===== config.mk =====
export PLATFORM = sky130hd
export DESIGN_NAME = aes_mask_refresh
export DESIGN_NICKNAME = d
export VERILOG_FILES = /design/src/rtl/aes_pkg.sv /design/src/rtl/aes_lfsr32.sv /design/src/rtl/aes_mask_refresh.sv
export SDC_FILE = /design/constraint.sdc
export NUM_CORES = 1
export LEC_CHECK = 0
export ABC_AREA = 1
export CAP_MARGIN = 20
export CORE_MARGIN = 4
export CORE_UTILIZATION = 57
export DETAILED_ROUTE_END_ITERATION = 6
export HOLD_SLACK_MARGIN = 0.1
export PLACE_DENSITY_LB_ADDON = 0.2
export SYNTH_ARGS = -nofsm -noshare
export SYNTH_HDL_FRONTEND = slang
export SYNTH_SLANG_ARGS = --single-unit

===== constraint.sdc =====
create_clock -name clk -period 6.5 [get_ports clk]
set_input_delay 1.3 -clock clk [delete_from_list [all_inputs] [get_ports clk]]
set_output_delay 1.3 -clock clk [all_outputs]
set_load 0.1 [all_outputs]

===== src/rtl/aes_pkg.sv =====
// Shared types and helpers for the AES masking front end: FSM state
// encoding for the mask refresher and the 32-bit Galois LFSR advance.
package aes_pkg;

    typedef enum logic [2:0] {
        IDLE,
        GEN,
        START,
        WAIT,
        READY,
        ERR
    } mask_state_e;

    // Feedback polynomial x^32 + x^22 + x^2 + x + 1, right-shifting Galois form.
    localparam logic [31:0] LFSR_TAPS = 32'h8020_0003;

    // Thirty-two single-bit Galois steps, unrolled. A nonzero state never maps
    // to zero because each step is invertible.
    function automatic logic [31:0] lfsr32_adv32(input logic [31:0] s);
        logic [31:0] r;
        r = s;
        for (int i = 0; i < 32; i++) begin
            if (r[0]) begin
                r = (r >> 1) ^ LFSR_TAPS;
            end else begin
                r = r >> 1;
            end
        end
        return r;
    endfunction

endpackage


===== src/rtl/aes_lfsr32.sv =====
// Reseedable 32-bit Galois LFSR used as the mask PRNG. A load with a zero
// seed falls back to SEED so the register can never be stuck at zero.
module aes_lfsr32 import aes_pkg::*; #(
    parameter logic [31:0] SEED = 32'hA5C3_1E7B
) (
    input  logic        clk,
    input  logic        rst,
    input  logic        load_i,
    input  logic [31:0] seed_i,
    input  logic        adv_i,
    output logic [31:0] next_o
);

    logic [31:0] state_q;
    logic [31:0] state_d;
    logic [31:0] adv_w;

    assign adv_w  = lfsr32_adv32(state_q);
    assign next_o = adv_w;

    // Next state: load takes priority over advance; they never coincide in use.
    always_comb begin
        state_d = state_q;
        if (load_i) begin
            state_d = (seed_i == 32'h0) ? SEED : seed_i;
        end else if (adv_i) begin
            state_d = adv_w;
        end
    end

    // State register, returns to SEED on reset.
    always_ff @(posedge clk) begin
        if (rst) begin
            state_q <= SEED;
        end else begin
            state_q <= state_d;
        end
    end

endmodule


===== src/rtl/aes_mask_refresh.sv =====
// Mask refresher ahead of the S-box precompute: draws 16 fresh combined-mask
// bytes, pulses the precompute start, waits for done under a timeout and
// hands the held masks to the round controller until it releases them.
module aes_mask_refresh import aes_pkg::*; #(
    parameter logic [31:0] SEED           = 32'hA5C3_1E7B,
    parameter int          TIMEOUT_CYCLES = 64
) (
    input  logic         clk,
    input  logic         rst,
    input  logic         req_i,
    input  logic         enc_dec_i,
    input  logic         reseed_i,
    input  logic [31:0]  seed_i,
    input  logic         release_i,
    output logic         busy_o,
    output logic         ready_o,
    output logic         err_o,
    output logic [127:0] mc_o,
    output logic         pc_start_o,
    output logic         pc_enc_dec_o,
    input  logic         pc_done_i
);

    // Last tmo_ctr value seen in WAIT before giving up; the increment that
    // reaches TIMEOUT_CYCLES-1 is the one that moves to ERR.
    localparam logic [15:0] TMO_LAST = 16'(TIMEOUT_CYCLES - 2);

    mask_state_e  state_q, state_d;
    logic [127:0] mc_q, mc_d;
    logic         enc_q, enc_d;
    logic [1:0]   gen_ctr_q, gen_ctr_d;
    logic [15:0]  tmo_ctr_q, tmo_ctr_d;
    logic         lfsr_load;
    logic         lfsr_adv;
    logic [31:0]  lfsr_next;

    aes_lfsr32 #(
        .SEED (SEED)
    ) u_lfsr (
        .clk    (clk),
        .rst    (rst),
        .load_i (lfsr_load),
        .seed_i (seed_i),
        .adv_i  (lfsr_adv),
        .next_o (lfsr_next)
    );

    // Next-state, counter and mask-register update logic.
    always_comb begin
        state_d   = state_q;
        mc_d      = mc_q;
        enc_d     = enc_q;
        gen_ctr_d = gen_ctr_q;
        tmo_ctr_d = tmo_ctr_q;
        lfsr_load = 1'b0;
        lfsr_adv  = 1'b0;
        case (state_q)
            IDLE: begin
                // A same-cycle reseed lands before the first GEN advance.
                lfsr_load = reseed_i;
                if (req_i) begin
                    enc_d     = enc_dec_i;
                    gen_ctr_d = 2'd0;
                    state_d   = GEN;
                end
            end
            GEN: begin
                // Word k of the mask vector is the k-th freshly advanced state.
                lfsr_adv                       = 1'b1;
                mc_d[{gen_ctr_q, 5'd0} +: 32]  = lfsr_next;
                gen_ctr_d                      = gen_ctr_q + 2'd1;
                if (gen_ctr_q == 2'd3) begin
                    state_d = START;
                end
            end
            START: begin
                tmo_ctr_d = 16'd0;
                state_d   = WAIT;
            end
            WAIT: begin
                if (pc_done_i) begin
                    state_d = READY;
                end else begin
                    tmo_ctr_d = tmo_ctr_q + 16'd1;
                    if (tmo_ctr_q == TMO_LAST) begin
                        state_d = ERR;
                        mc_d    = '0;
                    end
                end
            end
            READY: begin
                if (release_i) begin
                    state_d = IDLE;
                    mc_d    = '0;
                end
            end
            ERR: begin
                if (release_i) begin
                    state_d = IDLE;
                end
            end
            default: begin
                state_d = IDLE;
                mc_d    = '0;
            end
        endcase
    end

    // State, counters and held masks; reset aborts any operation.
    always_ff @(posedge clk) begin
        if (rst) begin
            state_q   <= IDLE;
            mc_q      <= '0;
            enc_q     <= 1'b0;
            gen_ctr_q <= 2'd0;
            tmo_ctr_q <= 16'd0;
        end else begin
            state_q   <= state_d;
            mc_q      <= mc_d;
            enc_q     <= enc_d;
            gen_ctr_q <= gen_ctr_d;
            tmo_ctr_q <= tmo_ctr_d;
        end
    end

    // Outputs decode registered state only.
    assign busy_o       = (state_q == GEN) || (state_q == START) || (state_q == WAIT);
    assign ready_o      = (state_q == READY);
    assign err_o        = (state_q == ERR);
    assign pc_start_o   = (state_q == START);
    assign mc_o         = mc_q;
    assign pc_enc_dec_o = enc_q;

endmodule

==> results of run 1 <==
Yosys cell counts (all sizes together) (10+ instances only):
library cell,instances
a21oi,148
a31oi,14
buf,11
clkbuf,55
dfxtp,182
inv,95
nand2,385
nand3,122
nand4,17
nor2,41
nor3,29
nor4,10
o2111ai,16
o21ai,41
xor2,26
routing by layer:
layer	wire [µm]	share of wire (%)
met1	12200	42
met2	13500	47
met3	2160	7.5
met4	1010	3.5
met5	0	0
cell usage in the layout, fill, tap and decap left out, types with 17 or more instances in the layout:
master and count:
inv_1 84, nand4_1 17, nand3_1 102, nor3_1 27
nor2_1 38, nand3_2 19, xor2_1 25, dfxtp_1 182
o21ai_0 37, nand2_2 41, nand2_4 21, nand2_1 323
clkdlybuf4s50_1 170, a21oi_1 148, clkbuf_16 17
stage by stage:
step	util [%]	hold WS (ns)	instances	setup slack [ns]
after floorplan	-	0.443	1223	2.09
after detailed placement	70.6	0.455	1552	0.879
after global routing	74.4	0.482	1584	0.170
final	74.4	0.465	1584	0.683
after CTS	74.4	0.466	1584	0.823
after global placement	70.6	0.451	1552	0.918
cells by family after synthesis:
family | after synthesis | share of synthesized area, %
buffers and inverters | 162 | 7.05
XOR/XNOR | 41 | 5.08
AO/OA/AOI/OAI | 224 | 13.6
flip-flops | 182 | 40.8
adder cells (fa/ha/maj) | 6 | 0.840
AND/OR/NAND/NOR | 608 | 32.7
worst max-delay path: cells and delay by family, from the launching register on:
| kind | cells | cell delay (ns) |
|---|---|---|
| AND/OR/NAND/NOR | 44 | 4.56 |
| flip-flops | 1 | 0.58 |
| buffers and inverters | 5 | 0.43 |
| AO/OA/AOI/OAI | 1 | 0.15 |
worst min-delay path by stage:
stage,from,end,slack (ns)
final,mc_o[118],mc_o[118],0.46
after global routing,mc_o[55],mc_o[55],0.48
after CTS,mc_o[44],mc_o[44],0.47
after detailed placement,mc_o[116],mc_o[116],0.46
after global placement,mc_o[51],mc_o[51],0.45
after floorplan,tmo_ctr_q[5],tmo_ctr_q[5],0.44
final cells by class:
class | count | area [µm²]
clock buffer | 17 | 425
clock inverter | 15 | 161
fill | 1244 | 3900
inverter | 96 | 368
multi-input combinational | 879 | 4690
sequential | 182 | 3640
tap | 211 | 264
timing repair buffer | 184 | 1810
state kept, by name (all words and copies together), names as in the netlist:
register	count
gen_ctr_q	2
state_q	3
pc_enc_dec_o	1
mc_o	128
tmo_ctr_q	16
u_lfsr.state_q	32
==> flow_metrics.env, run 1 <==
export IMPL_status="complete, no violations"
export IMPL_die_area_mm2=0.0177
export IMPL_grt_start_max_net_pins=77
export IMPL_crit_path_end_kind="register"
export IMPL_cts_setup_buffers=0
export IMPL_htree_num_levels=4
export IMPL_yosys_cell_types_count=39
export IMPL_die_h_um=133
export IMPL_endpoint="mc_o[33]"
export IMPL_cts_reportedPaths_clkPinSlew_ns=0.08
export IMPL_core_mm2=0.0153
export IMPL_ys_flop_type="dfxtp_1"
export IMPL_setup_violations=0
export IMPL_syn_nets=1268
export IMPL_rows=45
export IMPL_final_area_mm2=0.0114
export IMPL_firstDrtPassIters=6
export IMPL_met2_usage_pct=51.7
export IMPL_synth_top_area_cell="dfxtp_1"
export IMPL_slew_viol_final=0
export IMPL_avgViaCountPerCell=5.69
export IMPL_layout_min_cycle_time_ns=5.82
export IMPL_crit_start="u_lfsr.state_q[0]"
export IMPL_tns_ns=0
export IMPL_avgSynthCellArea_um2=7.31
export IMPL_synthArstFlopShare_pct=0
export IMPL_syn_inst=1223
export IMPL_finalHoldViolations=0
export IMPL_slowest_delay_ns=0.58
export IMPL_antenna_cells=0
export IMPL_fmax_mhz=172
export IMPL_finalCritPeriodShare_pct=89.5
export IMPL_overflow=0
export IMPL_gp_congestion=1.05
export IMPL_clock_skew_ns=0.0120
export IMPL_drtIter0Drc=1009
export IMPL_worstReg2RegStart="u_lfsr.state_q[0]"
export IMPL_synth_seq_cells=182
export IMPL_dpl_hpwl_um=20700
export IMPL_grt_pass1_wl_um=45000
export IMPL_wl_um=28800
export IMPL_dieWidth_um=133
export IMPL_final_nets=1405
export IMPL_required_ns=6.87
export IMPL_syn2layout_area_growth_pct=27.1
export IMPL_start_kind="register"
export IMPL_cts_repair_resized=0
export IMPL_hold_buffers=0
export IMPL_antenna_found_initial=0
export IMPL_arrival_ns=6.18
export IMPL_synth_area_leaders="dfxtp_1 41%, nand2_1 14%, a21oi_1 8.3%, nand3_1 5.7%, inv_1 3.6%"
export IMPL_met1_usage_pct=42.9
export IMPL_crit_slowest_cell="dfxtp_1"
export IMPL_seq_area_frac_synth_pct=40.8
export IMPL_drive_gt1_share_pct=11.0
export IMPL_busiest_layer="met2"
export IMPL_cts_sinks=182
export IMPL_vias=9016
export IMPL_ant_nets=0
export IMPL_placed_area_mm2=0.0108
export IMPL_rr_endpoint="mc_o[33]"
export IMPL_drc=0
export IMPL_yosysTopAreaCellShare_pct=40.8
export IMPL_cts_tree="built"
export IMPL_ys_warn_count=0
export IMPL_syn_area_mm2=0.00894
export IMPL_hp_class="reg2reg"
export IMPL_synth_edff_count=0
export IMPL_r2r_worst_path_cells=50
export IMPL_grt_use_total_pct=31.9
export IMPL_start_util_pct=58.6
export IMPL_cts_buffers=17
export IMPL_cts_buffer_depth=2
export IMPL_whs_path_depth=2
export IMPL_wl_per_cell_um=18.2
export IMPL_rsz0062_at_grt="false"
export IMPL_critPathKind="reg2reg"
export IMPL_met3_usage_pct=5.25
export IMPL_r2r_slack_ns=0.68
export IMPL_cp_common_cell="nand2_2"
export IMPL_critPathMaxFanout=7
export IMPL_slew_headroom_pct=32.0
export IMPL_clock_root_buffer="clkbuf_16"
export IMPL_port_buffers=171
export IMPL_cap_viol_max_count=0
export IMPL_clk_latency_ns=0.44
export IMPL_pin_count=172
export IMPL_first_global_vias=8256
export IMPL_tightest_slew_ns=1.02
Power of run 1 is not shown: default switching activity piles up to over one toggle a cycle in this logic, so the estimate is an artifact.
==> inputs of run 2 (changes only) <==
--- a/config.mk
+++ b/config.mk
@@ -8,7 +8,8 @@
 export ABC_AREA = 1
 export CAP_MARGIN = 20
 export CORE_MARGIN = 4
-export CORE_UTILIZATION = 57
+export CORE_UTILIZATION = 52
+export CTS_CLUSTER_DIAMETER = 200
 export DETAILED_ROUTE_END_ITERATION = 6
 export HOLD_SLACK_MARGIN = 0.1
 export PLACE_DENSITY_LB_ADDON = 0.2
==> constraint.sdc (replaced) <==
create_clock -name clk -period 5.8 [get_ports clk]
set_input_delay 1.16 -clock clk [delete_from_list [all_inputs] [get_ports clk]]
set_output_delay 1.16 -clock clk [all_outputs]
set_load 0.1 [all_outputs]
==> flow_metrics.env, run 2 (synthesis gave the netlist of run 1 again) <==
export IMPL_status="complete, no violations"
export IMPL_wl_um=29000
export IMPL_clk_latency_ns=0.44
export IMPL_r2r_slack_ns=0.40
export IMPL_antenna_found_initial=0
export IMPL_crit_slowest_cell="dfxtp_1"
export IMPL_grt_pass1_wl_um=45200
export IMPL_largest_reg_flops=128
export IMPL_grt_use_total_pct=28.9
export IMPL_antenna_cells=0
export IMPL_clock_root_buffer="clkbuf_16"
export IMPL_rows=47
export IMPL_cap_viol_max_count=0
export IMPL_layout_min_cycle_time_ns=5.40
export IMPL_syn2layout_area_growth_pct=29.0
export IMPL_fmax_mhz=185
export IMPL_start_kind="register"
export IMPL_dpl_hpwl_um=20900
export IMPL_critPathTopFamily="simple AND/OR/NAND/NOR gates"
export IMPL_avgViaCountPerCell=5.68
export IMPL_slew_viol_final=0
export IMPL_slew_headroom_pct=30.7
export IMPL_gp_congestion=1.02
export IMPL_finalCritPeriodShare_pct=93.1
export IMPL_tightest_slew_ns=1.04
export IMPL_critPathBufInv=6
export IMPL_core_mm2=0.0167
export IMPL_tns_ns=0
export IMPL_pin_count=172
export IMPL_drive_gt1_share_pct=12.5
export IMPL_numPlacedInstances=1566
export IMPL_hold_path_end="mc_o[119]"
export IMPL_cts_tree="built"
export IMPL_min_from="mc_o[119]"
export IMPL_die_h_um=139
export IMPL_port_buffers=171
export IMPL_ant_nets=0
export IMPL_rr_endpoint="mc_o[117]"
export IMPL_firstDrtPassIters=5
export IMPL_setup_violations=0
export IMPL_htree_num_levels=4
export IMPL_cts_reportedPaths_clkPinSlew_ns=0.07
export IMPL_cts_sinks=182
export IMPL_layout_common_cells="323 x nand2_1, 180 x dfxtp_1, 170 x clkdlybuf4s50_1"
export IMPL_whs_ns=0.464
export IMPL_grt_start_max_net_pins=100
export IMPL_cts_buffers=17
export IMPL_wl_per_cell_um=18.0
export IMPL_drtIter0Drc=755
export IMPL_ff_latch_area_mm2=0.00365
export IMPL_final_core_util_pct=69.1
export IMPL_overflow=0
export IMPL_first_global_vias=8400
export IMPL_r2r_worst_path_cells=48
export IMPL_finalHoldViolations=0
export IMPL_drc=0
export IMPL_critPathKind="reg2reg"
export IMPL_required_ns=6.16
export IMPL_arrival_ns=5.76
export IMPL_fillers=1460
export IMPL_critPathMaxFanout=6
export IMPL_fin_cells=1607
export IMPL_slowest_delay_ns=0.38
export IMPL_start_util_pct=53.5
export IMPL_crit_path_end_kind="register"
export IMPL_final_nets=1419
export IMPL_die_area_mm2=0.0194
export IMPL_hp_class="reg2reg"
export IMPL_dieWidth_um=139
export IMPL_vias=9130
export IMPL_multi_input_area_mm2=0.00474
export IMPL_worstReg2RegStart="u_lfsr.state_q[1]"
export IMPL_cp_common_cell="nand2_4"
export IMPL_whs_path_depth=2
export IMPL_rsz0062_at_grt="true"
export IMPL_clock_skew_ns=0.0133
export IMPL_cts_buffer_depth=2
export IMPL_final_common_cell="nand2_1"
[run 2: stage by stage]
| step | setup WS [ns] | cell area [µm²] |
|---|---|---|
| floorplan | 1.39 | 8940 |
| global placement | 0.215 | 10800 |
| detailed placement | 0.168 | 10800 |
| CTS | 0.124 | 11400 |
| global route | -0.0515 | 11500 |
| finish | 0.402 | 11500 |
[run 2: layer usage]
layer | share of wire [%] | vias to the layer above | GRT usage, %
li1 | - | 4353 | -
met1 | 42 | 4316 | 37.4
met2 | 48 | 402 | 48.4
met3 | 7.5 | 59 | 5.59
met4 | 2.9 | 0 | 9.73
met5 | 0 | - | 0
[run 2: cell type report]
type	count	area share, %
clock buffer	18	3.72
clock inverter	14	1.41
inverter	96	3.19
multi-input combinational	879	41.1
sequential	182	31.6
tap	220	2.39
timing repair buffer	198	16.6
[run 2: worst max-delay path by stage]
stage | start | end | cells after the start | slack (ns)
floorplan | u_lfsr.state_q[0] | u_lfsr.state_q[1] | 43 | 1.39
global placement | u_lfsr.state_q[0] | mc_o[63] | 46 | 0.22
detailed placement | u_lfsr.state_q[0] | mc_o[63] | 44 | 0.17
CTS | u_lfsr.state_q[0] | u_lfsr.state_q[1] | 45 | 0.12
global route | u_lfsr.state_q[1] | mc_o[114] | 48 | -0.05
finish | u_lfsr.state_q[1] | mc_o[117] | 48 | 0.40
[run 2: tightest hold or removal path, cell delays in order, from the launching register on]
cell,delay (ns)
dfxtp_1,0.31
nand2_1,0.06
a21oi_1,0.05
[run 2: repair_timing]
item / CTS / global route
gates resized for setup: 0 / 16
setup buffers: 0 / 8
hold buffers: 0 / 0
endpoints found under the setup margin: 0 / 33
Power of run 2 is left out for the same reason.
